**config.mk**
```make
export PLATFORM = sky130hd
export DESIGN_NAME = kf_seq_flat
export DESIGN_NICKNAME = d
export VERILOG_FILES = /design/src/rtl/kf_seq_if.sv /design/src/rtl/kf_seq.sv /design/src/flat_wrapper.sv
export SDC_FILE = /design/constraint.sdc
export NUM_CORES = 1
export LEC_CHECK = 0
export CORE_UTILIZATION = 60
export DETAILED_ROUTE_END_ITERATION = 10
export PLACE_DENSITY = 0.8
export SYNTH_ARGS = -nofsm -noshare
export SYNTH_HDL_FRONTEND = slang
export SYNTH_SLANG_ARGS = --single-unit
```
**constraint.sdc**
```tcl
create_clock -name clk -period 3.96 [get_ports clk]
set_clock_uncertainty 0.15 [all_clocks]
set_input_delay 0.396 -clock clk [delete_from_list [all_inputs] [get_ports clk]]
set_output_delay 0.396 -clock clk [all_outputs]
set_load 0.05 [all_outputs]
```
**src/rtl/kf_seq_if.sv**
```systemverilog
// kf_seq_if: sequencer <-> kf_core control bundle plus the measurement stream.
//   master : sequencer side. Drives the Router A/B and AU controls and ext_ready.
//            Receives ext_data/ext_valid, au_done and au_busy.
//   slave  : core/source side. The same signals with the directions reversed.
interface kf_seq_if #(
  parameter int W     = 24,
  parameter int ADDRW = 6
);
  // measurement stream
  logic [W-1:0]     ext_data;
  logic             ext_valid;
  logic             ext_ready;
  // Router A
  logic [W-1:0]     DATA_IN;
  logic [ADDRW-1:0] CTL_A, CTL_B, DB_WADDR;
  logic             DIR_EXT, WRITE_REQ, READY_G, sel_dira, sel_dirb;
  logic [1:0]       sel_data, sel_write;
  // Router B
  logic [1:0]       sel_R, sel_S, sel_I;
  logic             inv_R, inv_S;
  // AU
  logic             au_start, au_done, au_busy;
  logic [1:0]       op_sel, mul_y_sel;

  modport master (
    input  ext_data, ext_valid, au_done, au_busy,
    output ext_ready, DATA_IN, CTL_A, CTL_B, DB_WADDR, DIR_EXT, WRITE_REQ, READY_G,
           sel_dira, sel_dirb, sel_data, sel_write, sel_R, sel_S, sel_I, inv_R, inv_S,
           au_start, op_sel, mul_y_sel
  );
  modport slave (
    output ext_data, ext_valid, au_done, au_busy,
    input  ext_ready, DATA_IN, CTL_A, CTL_B, DB_WADDR, DIR_EXT, WRITE_REQ, READY_G,
           sel_dira, sel_dirb, sel_data, sel_write, sel_R, sel_S, sel_I, inv_R, inv_S,
           au_start, op_sel, mul_y_sel
  );
endinterface

```
**src/rtl/kf_seq.sv**
```systemverilog
// kf_seq: microcode sequencer for kf_core.
// Runs a program from an internal instruction RAM (word = {op, dst, srcA, srcB}),
// issues AU operations, waits for au_done, writes results back to the Data Bank
// and streams measurement words into the Data Bank via ext_valid/ext_ready.
// Ports:
//   clk, rst_n           clock, async active-low reset
//   start                run pulse (accepted in IDLE only), program starts at PC 0
//   busy / done / err    running / one-cycle end pulse / sticky error
//   pc                   current program counter
//   prog_we/addr/wdata   instruction RAM write port (ignored while running)
//   bus                  kf_seq_if.master: core controls, AU handshake, ext stream
// All control outputs are decoded from registered state, so reset forces them
// to 0 immediately.
module kf_seq #(
  parameter int W      = 24,
  parameter int ADDRW  = 6,
  parameter int PDEPTH = 64,
  parameter int PAW    = 6,
  parameter int TMO    = 255
) (
  input  logic           clk,
  input  logic           rst_n,
  input  logic           start,
  output logic           busy,
  output logic           done,
  output logic           err,
  output logic [PAW-1:0] pc,
  input  logic           prog_we,
  input  logic [PAW-1:0] prog_addr,
  input  logic [21:0]    prog_wdata,
  kf_seq_if.master       bus
);
  localparam int CW = $clog2(TMO + 1);
  localparam logic [3:0] OP_NOP = 4'd0, OP_SUB = 4'd2, OP_MUL = 4'd3, OP_DIV = 4'd4,
                         OP_MOV = 4'd5, OP_LOAD = 4'd6, OP_HALT = 4'd7;

  typedef enum logic [2:0] {S_IDLE, S_FETCH, S_ISSUE, S_WAIT, S_WB, S_LDW, S_FIN} state_t;

  state_t          state, state_n;
  logic [21:0]     ram [PDEPTH];
  logic [21:0]     ir, ir_n, fetch;
  logic [PAW-1:0]  pc_n;
  logic            err_n, go_next, last, hold;
  logic [CW-1:0]   cnt, cnt_n;
  logic [3:0]      op;

  assign fetch = ram[pc];
  assign op    = ir[21:18];
  assign last  = (pc == PAW'(PDEPTH - 1));
  // operand/op controls stay put from ISSUE until the write-back completes
  assign hold  = (state == S_ISSUE) || (state == S_WAIT) || (state == S_WB);

  // program RAM: no reset, writes only while idle
  always_ff @(posedge clk)
    if (prog_we && state == S_IDLE) ram[prog_addr] <= prog_wdata;

  // state register
  always_ff @(posedge clk or negedge rst_n) begin
    if (!rst_n) begin
      state <= S_IDLE;
      pc    <= '0;
      ir    <= '0;
      err   <= 1'b0;
      cnt   <= '0;
    end else begin
      state <= state_n;
      pc    <= pc_n;
      ir    <= ir_n;
      err   <= err_n;
      cnt   <= cnt_n;
    end
  end

  // next state
  always_comb begin
    state_n = state;
    pc_n    = pc;
    ir_n    = ir;
    err_n   = err;
    cnt_n   = cnt;
    go_next = 1'b0;
    unique case (state)
      S_IDLE:
        if (start) begin
          state_n = S_FETCH;
          pc_n    = '0;
          err_n   = 1'b0;
        end
      S_FETCH: begin
        ir_n = fetch;
        case (fetch[21:18])
          OP_NOP:  go_next = 1'b1;
          OP_HALT: state_n = S_FIN;
          OP_LOAD: state_n = S_LDW;
          default:
            if (fetch[21:18] > OP_HALT) begin
              err_n   = 1'b1;
              state_n = S_FIN;
            end else begin
              state_n = S_ISSUE;
            end
        endcase
      end
      S_ISSUE: begin
        cnt_n   = '0;
        state_n = S_WAIT;
      end
      S_WAIT:
        // au_done wins over a timeout landing on the same cycle
        if (bus.au_done) begin
          state_n = S_WB;
        end else if (cnt == CW'(TMO - 1)) begin
          err_n   = 1'b1;
          state_n = S_FIN;
        end else begin
          cnt_n = cnt + 1'b1;
        end
      S_WB:  go_next = 1'b1;
      S_LDW: go_next = bus.ext_valid;
      S_FIN: state_n = S_IDLE;
      default: state_n = S_IDLE;
    endcase
    // the last RAM slot has no successor: finish with error instead of wrapping
    if (go_next) begin
      if (last) begin
        err_n   = 1'b1;
        state_n = S_FIN;
      end else begin
        pc_n    = pc + 1'b1;
        state_n = S_FETCH;
      end
    end
  end

  // outputs
  always_comb begin
    busy          = (state != S_IDLE) && (state != S_FIN);
    done          = (state == S_FIN);
    bus.ext_ready = (state == S_LDW);
    bus.WRITE_REQ = (state == S_WB) || (state == S_LDW && bus.ext_valid);
    bus.sel_data  = (state == S_WB) ? 2'b01 : 2'b00;
    bus.DB_WADDR  = (state == S_WB || state == S_LDW) ? ADDRW'(ir[17:12]) : '0;
    bus.au_start  = (state == S_ISSUE);
    bus.CTL_A     = hold ? ADDRW'(ir[11:6]) : '0;
    bus.CTL_B     = hold ? ADDRW'(ir[5:0])  : '0;
    bus.op_sel    = 2'b00;
    bus.mul_y_sel = 2'b00;
    bus.sel_S     = 2'b00;
    if (hold) begin
      case (op)
        OP_SUB:  bus.op_sel = 2'b01;
        OP_MUL:  bus.op_sel = 2'b10;
        OP_DIV:  begin bus.op_sel = 2'b11; bus.mul_y_sel = 2'b10; end
        OP_MOV:  bus.sel_S = 2'b10;   // S operand zeroed: dst = srcA through the adder
        default: bus.op_sel = 2'b00;
      endcase
    end
  end

  assign bus.DATA_IN   = W'(bus.ext_data);
  assign bus.DIR_EXT   = 1'b0;
  assign bus.sel_dira  = 1'b0;
  assign bus.sel_dirb  = 1'b0;
  assign bus.sel_write = 2'b00;
  assign bus.READY_G   = 1'b0;
  assign bus.inv_R     = 1'b0;
  assign bus.inv_S     = 1'b0;
  assign bus.sel_I     = 2'b00;
  assign bus.sel_R     = 2'b00;

  // au_busy is informational only
  logic unused_au_busy;
  assign unused_au_busy = bus.au_busy;
endmodule

```
**src/flat_wrapper.sv**
```systemverilog
// flat-port wrapper written by rule: the top's interface ports become plain ports
module kf_seq_flat 
#(
  parameter int W      = 24,
  parameter int ADDRW  = 6,
  parameter int PDEPTH = 64,
  parameter int PAW    = 6,
  parameter int TMO    = 255
)
  (clk, rst_n, start, busy, done, err, pc, prog_we, prog_addr, prog_wdata, bus_ext_data, bus_ext_valid, bus_au_done, bus_au_busy, bus_ext_ready, bus_DATA_IN, bus_CTL_A, bus_CTL_B, bus_DB_WADDR, bus_DIR_EXT, bus_WRITE_REQ, bus_READY_G, bus_sel_dira, bus_sel_dirb, bus_sel_data, bus_sel_write, bus_sel_R, bus_sel_S, bus_sel_I, bus_inv_R, bus_inv_S, bus_au_start, bus_op_sel, bus_mul_y_sel);
  kf_seq_if #(.W(W), .ADDRW(ADDRW)) bus_i ();
  input  logic clk;
  input  logic rst_n;
  input  logic start;
  output logic busy;
  output logic done;
  output logic err;
  output logic [PAW-1:0] pc;
  input  logic prog_we;
  input  logic [PAW-1:0] prog_addr;
  input  logic [21:0] prog_wdata;
  input wire logic [$bits(bus_i.ext_data)-1:0] bus_ext_data;
  input wire logic [$bits(bus_i.ext_valid)-1:0] bus_ext_valid;
  input wire logic [$bits(bus_i.au_done)-1:0] bus_au_done;
  input wire logic [$bits(bus_i.au_busy)-1:0] bus_au_busy;
  output wire logic [$bits(bus_i.ext_ready)-1:0] bus_ext_ready;
  output wire logic [$bits(bus_i.DATA_IN)-1:0] bus_DATA_IN;
  output wire logic [$bits(bus_i.CTL_A)-1:0] bus_CTL_A;
  output wire logic [$bits(bus_i.CTL_B)-1:0] bus_CTL_B;
  output wire logic [$bits(bus_i.DB_WADDR)-1:0] bus_DB_WADDR;
  output wire logic [$bits(bus_i.DIR_EXT)-1:0] bus_DIR_EXT;
  output wire logic [$bits(bus_i.WRITE_REQ)-1:0] bus_WRITE_REQ;
  output wire logic [$bits(bus_i.READY_G)-1:0] bus_READY_G;
  output wire logic [$bits(bus_i.sel_dira)-1:0] bus_sel_dira;
  output wire logic [$bits(bus_i.sel_dirb)-1:0] bus_sel_dirb;
  output wire logic [$bits(bus_i.sel_data)-1:0] bus_sel_data;
  output wire logic [$bits(bus_i.sel_write)-1:0] bus_sel_write;
  output wire logic [$bits(bus_i.sel_R)-1:0] bus_sel_R;
  output wire logic [$bits(bus_i.sel_S)-1:0] bus_sel_S;
  output wire logic [$bits(bus_i.sel_I)-1:0] bus_sel_I;
  output wire logic [$bits(bus_i.inv_R)-1:0] bus_inv_R;
  output wire logic [$bits(bus_i.inv_S)-1:0] bus_inv_S;
  output wire logic [$bits(bus_i.au_start)-1:0] bus_au_start;
  output wire logic [$bits(bus_i.op_sel)-1:0] bus_op_sel;
  output wire logic [$bits(bus_i.mul_y_sel)-1:0] bus_mul_y_sel;
  assign bus_i.ext_data = bus_ext_data;
  assign bus_i.ext_valid = bus_ext_valid;
  assign bus_i.au_done = bus_au_done;
  assign bus_i.au_busy = bus_au_busy;
  assign bus_ext_ready = bus_i.ext_ready;
  assign bus_DATA_IN = bus_i.DATA_IN;
  assign bus_CTL_A = bus_i.CTL_A;
  assign bus_CTL_B = bus_i.CTL_B;
  assign bus_DB_WADDR = bus_i.DB_WADDR;
  assign bus_DIR_EXT = bus_i.DIR_EXT;
  assign bus_WRITE_REQ = bus_i.WRITE_REQ;
  assign bus_READY_G = bus_i.READY_G;
  assign bus_sel_dira = bus_i.sel_dira;
  assign bus_sel_dirb = bus_i.sel_dirb;
  assign bus_sel_data = bus_i.sel_data;
  assign bus_sel_write = bus_i.sel_write;
  assign bus_sel_R = bus_i.sel_R;
  assign bus_sel_S = bus_i.sel_S;
  assign bus_sel_I = bus_i.sel_I;
  assign bus_inv_R = bus_i.inv_R;
  assign bus_inv_S = bus_i.inv_S;
  assign bus_au_start = bus_i.au_start;
  assign bus_op_sel = bus_i.op_sel;
  assign bus_mul_y_sel = bus_i.mul_y_sel;
  kf_seq #(.W(W), .ADDRW(ADDRW), .PDEPTH(PDEPTH), .PAW(PAW), .TMO(TMO)) u_core (.clk(clk), .rst_n(rst_n), .start(start), .busy(busy), .done(done), .err(err), .pc(pc), .prog_we(prog_we), .prog_addr(prog_addr), .prog_wdata(prog_wdata), .bus(bus_i));
endmodule
```
Word-level counts from Yosys, hierarchy flattened. Memory sizes are Yosys's and may differ from the RTL's. Index checks and enable logic that the tools add are counted.

Bits in registers: 40. Latch bits: 0. RAM bits: 1408. Memory bits (read-only): 0. Input bits: 59. Output and inout bits: 74. Logic and storage cells: 82. Memories: 1.

Memories: u_core.ram (depth 64, width 22, rd ports 1, clocked after Yosys merged registers in 0, write ports 1, RTL line kf_seq.sv:40) `logic [21:0] ram [PDEPTH];`.

Add/sub/neg operators: 2. $mul: 0. Divide/modulo/power cells: 0. Magnitude comparators: 1. Eq/ne operators: 21. Shifts and indexed selects: 0. Mux-type cells: 37. Bitwise logic cells: 0. Reductions and logical operators: 15.

Operator list (count): 2-to-1 mux 6 bit (7); 2-to-1 mux 3 bit (6); equality test 4 x 3 -> 1 bit, second input constant (4); 2-to-1 mux 8 bit (2); one-hot mux 8 bit (2 select lines) (1); one-hot mux 3 bit (5 select lines) (1); 2-to-1 mux 1 bit (11); 2-to-1 mux 2 bit (5); equality test 3 bit, second input constant (3); one-hot mux 3 bit (3 select lines) (1); adder 8 x 1 -> 8 bit, second input constant (1); equality test 4 x 2 -> 1 bit, second input constant (2); equality test 8 bit, second input constant (1); adder 6 x 1 -> 6 bit, second input constant (1); equality test 3 x 2 -> 1 bit, second input constant (2); equality test 6 bit, second input constant (1); inequality test 3 x 2 -> 1 bit, second input constant (2); one-hot mux 1 bit (3 select lines) (2); one-hot mux 2 bit (3 select lines) (1); greater-than comparator 4 x 3 -> 1 bit, second input constant (1); logical NOT 4 bit (1); logical OR 1 bit (4); inequality test 2 bit, second input constant (2); inequality test 4 x 3 -> 1 bit, second input constant (1); other kinds (11) (13).

Depth between registers and ports, before layout. Gate-level depths: netlist (run 1). An unclocked memory read counts as a cell.

Depth after elaboration: 7. Depth in mapped cells: 14. Gate-level depth less buffers: 10.

Worst setup path after synthesis (run 1). Ideal clock, no wire load.

Path type: register to output. Start: reg u_core.state[2]. End: out bus_sel_S[1]. Arrival time: 4.059 ns. Required time: 3.414 ns. Setup slack: -0.645 ns. Cell stages (with the launch flop): 7. Buffers on the path: 2. Cell sequence: dfrtp_1 -> clkbuf_1 -> inv_1 -> nor3_1 -> nor2_1 -> clkbuf_1 -> nor4b_1.

Longest elaborated chain between the ends: 4. Elaborated cells between the ends (all ways): 6. Those cells by class: eq/ne: 3; mux: 1; reduce/logical: 2.

RTL lines: from (decl) (RTL line kf_seq.sv:39) `state_t state, state_n;`; from (signal assigned) (RTL line kf_seq.sv:66) `state <= state_n;`; equality test 3 x 2 -> 1 bit (RTL line kf_seq.sv:51) `assign hold = (state == S_ISSUE) || (state == S_WAIT) || (state == S_WB);`; logical OR 1 bit (RTL line kf_seq.sv:51); logical OR 1 bit (*) (RTL line kf_seq.sv:51); 2-to-1 mux 2 bit (*) (RTL line kf_seq.sv:149) `if (hold) begin`; to (decl) (RTL line flat_wrapper.sv:39) `output wire logic [$bits(bus_i.sel_S)-1:0] bus_sel_S;`.

Mark *: on every way between the ends. The rest lies on a longest branch, timed or not.

Worst setup path in the final report (run 1).
Start: reg u_core.pc[1]. End: reg u_core.pc[2].

Longest elaborated chain between the ends: 5. Elaborated cells between the ends (all ways): 8. Those cells by class: add/sub: 1; eq/ne: 1; mux: 4; reduce/logical: 1; memory: 1.

RTL lines: from (decl) (RTL line kf_seq.sv:27) `output logic [PAW-1:0] pc,`; from (signal assigned) (RTL line kf_seq.sv:67) `pc <= pc_n;`; memory (64 x 22 bit); logical NOT 4 bit (RTL line kf_seq.sv:91) `case (fetch[21:18])`; 2-to-1 mux 1 bit (RTL line kf_seq.sv:91); one-hot mux 1 bit (3 select lines) (RTL line kf_seq.sv:82) `unique case (state)`; 2-to-1 mux 6 bit (*) (RTL line kf_seq.sv:124) `if (go_next) begin`; named net u_core.pc_n[2] (RTL line kf_seq.sv:42) `logic [PAW-1:0] pc_n;`.

The timed path passes the listed nets; every way through them passes the cells marked *. A chain may end at the register's enable or synchronous reset.

==> results of run 1 <==
[power groups by stage]
| stage | logic, mW | registers [mW] | clock network (mW) |
|---|---|---|---|
| floorplan | 7.67 | 17.5 | 0 |
| global placement | 10.4 | 17.8 | 0 |
| detailed placement | 10.7 | 17.8 | 0 |
| CTS | 11.0 | 17.5 | 12.9 |
| global route | 11.6 | 17.5 | 13.5 |
| finish | 11.2 | 17.5 | 12.8 |
[timing repair]
| action | CTS | global route |
|---|---|---|
| resized for setup | 1 | 14 |
| cloned | 0 | 1 |
| hold buffers | 1 | 0 |
| endpoints found under the hold margin | 40 | 0 |
| setup endpoints to repair | 1 | 7 |
| setup buffers | 1 | 0 |
[sequential cells by signal, indices dropped and copies added, names as in the netlist]
name,count
u_core.cnt,8
u_core.ram,1408
u_core.state,3
u_core.ir,22
u_core.pc,6
u_core.err,1
[area by class of cell]
type	instances	area (µm²)
clock inverter	80	664
fill	5306	30000
sequential	1448	43300
timing repair buffer	200	1770
multi-input combinational	785	12200
antenna	5	12.5
tap	1254	1570
clock buffer	174	3700
inverter	5	18.8
[critical path, stage by stage (launching register included)]
cell	delay, ps
dfrtp_4	750
buf_4	300
mux4_2	520
nand3_1	120
nand4_1	350
a32oi_1	410
buf_4	210
nand3_1	150
o21bai_4	280
a21oi_1	140
nor3_1	320
buf_4	180
[metrics by stage]
stage / utilization [%] / TNS [ps] / setup slack (ps)
3_3_place_gp: 63.0 / 0 / 155
4_1_cts: 67.7 / 0 / 14.9
2_1_floorplan: - / 0 / 6.91
6_report: 67.8 / -26.3 / -26.3
3_5_place_dp: 63.0 / 0 / 141
5_1_grt: 67.8 / -19.0 / -19.0
[path summary, 6_finish.rpt]
kind | slack [ps] | startpoint | end
max | -30 | u_core.pc[1] | u_core.pc[2]
min in group asynchronous | 200 | rst_n | u_core.cnt[4]
max in group asynchronous | 2760 | rst_n | u_core.pc[2]
min | 50 | prog_wdata[14] | u_core.ram[32][14]
max reg2reg | -30 | u_core.pc[1] | u_core.pc[2]
min reg2reg | 350 | u_core.ir[9] | u_core.ir[9]
[cell families (layout without fill, tap and decap cells)]
family,Yosys count,after routing,synth area share [%]
buffers and inverters,169,459,1.94
adders and majority gates,3,3,0.0666
and+or+nand+nor,225,225,1.94
AOI/OAI and AO/OA,60,60,0.764
DFF,1448,1448,76.8
muxes,475,475,18.3
xor gates and xnor gates,7,7,0.109
other,1,20,0.00666
[Yosys cell counts (all sizes together), types with 3 or more instances]
cell	instances
nand3b	5
ha	3
nor2	96
buf	119
o21ai	9
a21oi	11
a22oi	12
xor2	5
nand2b	8
mux4	442
mux2	22
a221oi	4
nor4	4
dfrtp	40
nor3	8
inv	5
mux2i	11
nand3	13
and3	12
nand2	32
nand4	6
nor2b	26
clkbuf	45
edfxtp	1408
and2	5
[per-layer routing]
metal	wire length, µm	share of wire [%]	vias up
li1	-	-	10500
met1	48200	34	14500
met2	69900	49	2290
met3	17800	12	434
met4	6760	4.7	12
met5	86	0.060	-
==> impl_metrics.toml, run 1 <==
[run_status]
status = "finished with violations"
violations = "negative setup slack"

[yosys]
synth_async_sr_flop_share_pct = 2.76
ys.flop_type = "edfxtp_1"
netlist.area_leader.share_pct = 75.1
synth_seq_cells = 1448
synth.avg_cell_area_um2 = 23.6
yosysWarnings = 0
ys_seq_area_share_pct = 76.8
syn-cell-area_um2 = 56300
synth_cells = 2388
yosysTopAreaCell = "edfxtp_1"
synth_edf_count = 1408
synth_cell_type_count = 63
yosys-top-cells-area = "edfxtp_1, mux4_2, dfrtp_1"

[sta]
min_period_ps = 3990
fmax_mhz = 251
timing.slew.headroom_pct = 3.16
period_share_pct = 101
hold_viol = 0
worst_pin_slew_ps = 1450
layout_setup_ws_ps = -26.3
slew_violations = 0
holdWs_ps = 51.8
setup_viol = 1

[cts]
cts_max_path_buffers = 3
cts_tree = "done"
cts_max_level = 4
cts-root-buf = "clkbuf_16"
clk_latency_ps = 740
clk_pin_slew_worst_paths_ps = 60
numClockSinks = 1448
cts-buffers-inserted = 141

[place]
dp_cells = 3689
dpl.hpwl_um = 75100
placed_cell_area_um2 = 58700
routabilityCongestion = 0.880
numPortBuffers = 68

[pwr]
p_sw_share_pct = 29.3
power_leakage_nw = 19.6
clockPowerShare_pct = 30.9
seq_power_share_pct = 42.2
total_power_mw = 41.5
p_comb_share_pct = 26.9
p_sw_mw = 12.2
max-vdd-ir-drop_uv = 465
powerDensity_nw_per_um2 = 657
p_int_mw = 29.3

[worst_setup_path]
startpoint_type = "flop"
critPathCaptureType = "flop"
path_max_fanout = 22
cp.arrival_ps = 4490
worst-r2r-cell-count = 11
crit_type = "flop to flop"
worstPathRequired_ps = 4470

[drt]
route.detailed.drc = 0
vias = 27700
wl_per_cell_um = 36.1
drt.antenna.violating_nets = 0
firstDrtPassIters = 8
drt_iter0_markers = 4389
vias_per_cell = 7.02
wirelength_um = 143000

[global_routing]
busiest_layer = "met2"
antenna_found_initial = 11
grt_pass1_wl_um = 203000
gr-usage-met2_pct = 49.4
grt-ovfl-total = 0
gr-usage-met3_pct = 8.07
grt_use_met1_pct = 40.5
grt_usage_pct = 30.9
grt_max_degree = 65
grt_pass1_vias = 28200

[finish]
layout_common_cells = "edfxtp_1, mux4_2, clkbuf_16, buf_4, nor2_2"
synthToLayoutAreaGrowth_pct = 12.2
fin_area_um2 = 63200
drive_gt1_share_pct = 32.9
fin_cells = 3951
final_common_cell = "edfxtp_1"
nNetsFinal = 2643

[floorplan]
initial_core_util_pct = 60.4
fp.dieArea_um2 = 95100
coreArea_um2 = 93200
ios = 133
fp.dieH_um = 308
row_count = 112
die_w_um = 308

[hold_path]
hold_class = "input pin to flop"
hold_path_depth = 1

[job]
drv_cap = 0
Power figures use the tool's default switching activity.
==> run 2, diff against run 1 <==
--- a/config.mk
+++ b/config.mk
@@ -8,6 +8,7 @@
 export CORE_UTILIZATION = 60
 export DETAILED_ROUTE_END_ITERATION = 10
 export PLACE_DENSITY = 0.8
+export SLEW_MARGIN = 20
 export SYNTH_ARGS = -nofsm -noshare
 export SYNTH_HDL_FRONTEND = slang
 export SYNTH_SLANG_ARGS = --single-unit
==> constraint.sdc (replaced) <==
create_clock -name clk -period 4.4 [get_ports clk]
set_clock_uncertainty 0.15 [all_clocks]
set_input_delay 0.44 -clock clk [delete_from_list [all_inputs] [get_ports clk]]
set_output_delay 0.44 -clock clk [all_outputs]
set_load 0.05 [all_outputs]
==> run 2 against run 1 <==
  * The flow now finishes without violations
  * Worst setup slack improved by 330 ps
  * Wire length fell by 2.7%
  * Total power fell by 10%
  * Design area barely moved
  * Largest cell class unchanged
  * Largest power group unchanged
==> impl_metrics.toml, run 2 (synthesis gave the netlist of run 1 again) <==
[worst_setup_path]
path_max_fanout = 30
startpoint_type = "flop"
worstPathRequired_ps = 4890
cp.arrival_ps = 4580
critPathCaptureType = "flop"
crit_type = "flop to flop"

[cts]
numClockSinks = 1448
cts-root-buf = "clkbuf_16"
cts_max_path_buffers = 3
cts-buffers-inserted = 138
clk_pin_slew_worst_paths_ps = 70
postCtsHoldBufs = 1
cts_setup_buffers = 0
ctsResizeCount = 0
cts_tree = "done"
cts_max_level = 4
clk_latency_ps = 760

[sta]
min_period_ps = 4100
timing.slew.headroom_pct = 27.0
hold_viol = 0
period_share_pct = 93.1
worst_pin_slew_ps = 1100
fmax_mhz = 244
slew_violations = 0
fin_tns_setup_ps = 0
holdWs_ps = 94.4
rsz0062_at_grt = "false"
setup_viol = 0

[finish]
top_regs = "u_core.ram x1408, u_core.ir x22, u_core.cnt x8"
layout_common_cells = "edfxtp_1, mux4_2, clkbuf_16, buf_4, nor2_2"
fin_cells = 3940
drive_gt1_share_pct = 32.7
largest_reg_flops = 1408
final_core_util_pct = 67.8
fillers = 5361
top_register = "u_core.ram"
synthToLayoutAreaGrowth_pct = 12.1
nNetsFinal = 2636
final_common_cell = "edfxtp_1"

[floorplan]
row_count = 112
fp.dieH_um = 308
initial_core_util_pct = 60.4
coreArea_um2 = 93200
fp.dieArea_um2 = 95100
die_w_um = 308
ios = 133

[drt]
vias = 27300
vias_per_cell = 6.92
drt_iter0_markers = 4232
wl_per_cell_um = 35.2
drt.antenna.violating_nets = 0
route.detailed.drc = 0
firstDrtPassIters = 5
wirelength_um = 139000

[global_routing]
grt_usage_pct = 30.3
grt_pass1_vias = 27900
grt_max_degree = 69
antenna_found_initial = 16
grt-ovfl-total = 0
grt_pass1_wl_um = 198000

[job]
drv_cap = 0

[place]
numPortBuffers = 68
dp_cells = 3687
routabilityCongestion = 0.877
dpl.hpwl_um = 73600

[pwr]
powerDensity_nw_per_um2 = 589
max-vdd-ir-drop_uv = 502
total_power_mw = 37.2
power_leakage_nw = 19.5

[run_status]
status = "complete, no violations"

[hold_path]
hold_class = "input pin to flop"
-- run 2: cell types whose count changed in the layout (fill, tap and decap cells not counted), moves of 3 or more --
cell / before / now
inv_6: 5 / 2
clkinv_1: 33 / 25
buf_16: 3 / 0
clkbuf_1: 30 / 34
buf_4: 116 / 131
buf_2: 23 / 8
-- run 2: cell type report --
type | instances | area (µm²) | share of cell area, %
antenna | 5 | 12.5 | 0.0198
clock inverter | 68 | 671 | 1.06
multi-input combinational | 785 | 12200 | 19.3
inverter | 5 | 18.8 | 0.0297
timing repair buffer | 196 | 1700 | 2.70
clock buffer | 179 | 3720 | 5.89
tap | 1254 | 1570 | 2.48
sequential | 1448 | 43300 | 68.5
-- run 2: layer usage --
layer | routed length, µm | part of all wire (%) | global-route usage [%] | vias to the layer above
met1 | 47700 | 34 | 40.2 | 14200
met3 | 17100 | 12 | 8.10 | 431
met4 | 6540 | 4.7 | 13.0 | 20
met2 | 67300 | 48 | 47.9 | 2110
met5 | 218 | 0.16 | 0 | -
li1 | - | - | - | 10500
-- run 2: per-stage QoR --
| step | instance area, µm² | setup WS (ps) |
|---|---|---|
| after floorplan | 56400 | -107 |
| after detailed placement | 58700 | 583 |
| after CTS | 63100 | 495 |
| after global routing | 63200 | 313 |
| final | 63200 | 304 |
| after global placement | 58700 | 676 |
-- run 2: where the power goes --
group	switching, mW	internal (mW)	total, mW
Combinational	5.23	4.51	9.74
Clock	5.07	6.54	11.6
Sequential	0.491	15.3	15.8
Total	10.8	26.4	37.2
-- run 2: critical path, stage by stage, from the launching register on --
cell and delay (ps):
dfrtp_4 860, buf_4 600, nor2b_1 190, nor2b_1 230, a2111oi_0 730, a32oi_1 190, buf_4 230, nand3_1 110
o21bai_2 160, buf_4 200, o31a_1 290
-- run 2: worst paths after layout --
| check | startpoint | cells after the start | slack [ps] | endpoint |
|---|---|---|---|---|
| setup / recovery | u_core.pc[2] | 10 | 300 | u_core.state[0] |
| hold / removal | prog_wdata[19] | 1 | 90 | u_core.ram[21][19] |
| setup reg to reg | u_core.pc[2] | 10 | 300 | u_core.state[0] |
| hold reg to reg | u_core.ir[7] | 1 | 370 | u_core.ir[7] |
| max in group asynchronous | rst_n | 2 | 3170 | u_core.pc[2] |
| min in group asynchronous | rst_n | 2 | 240 | u_core.cnt[0] |
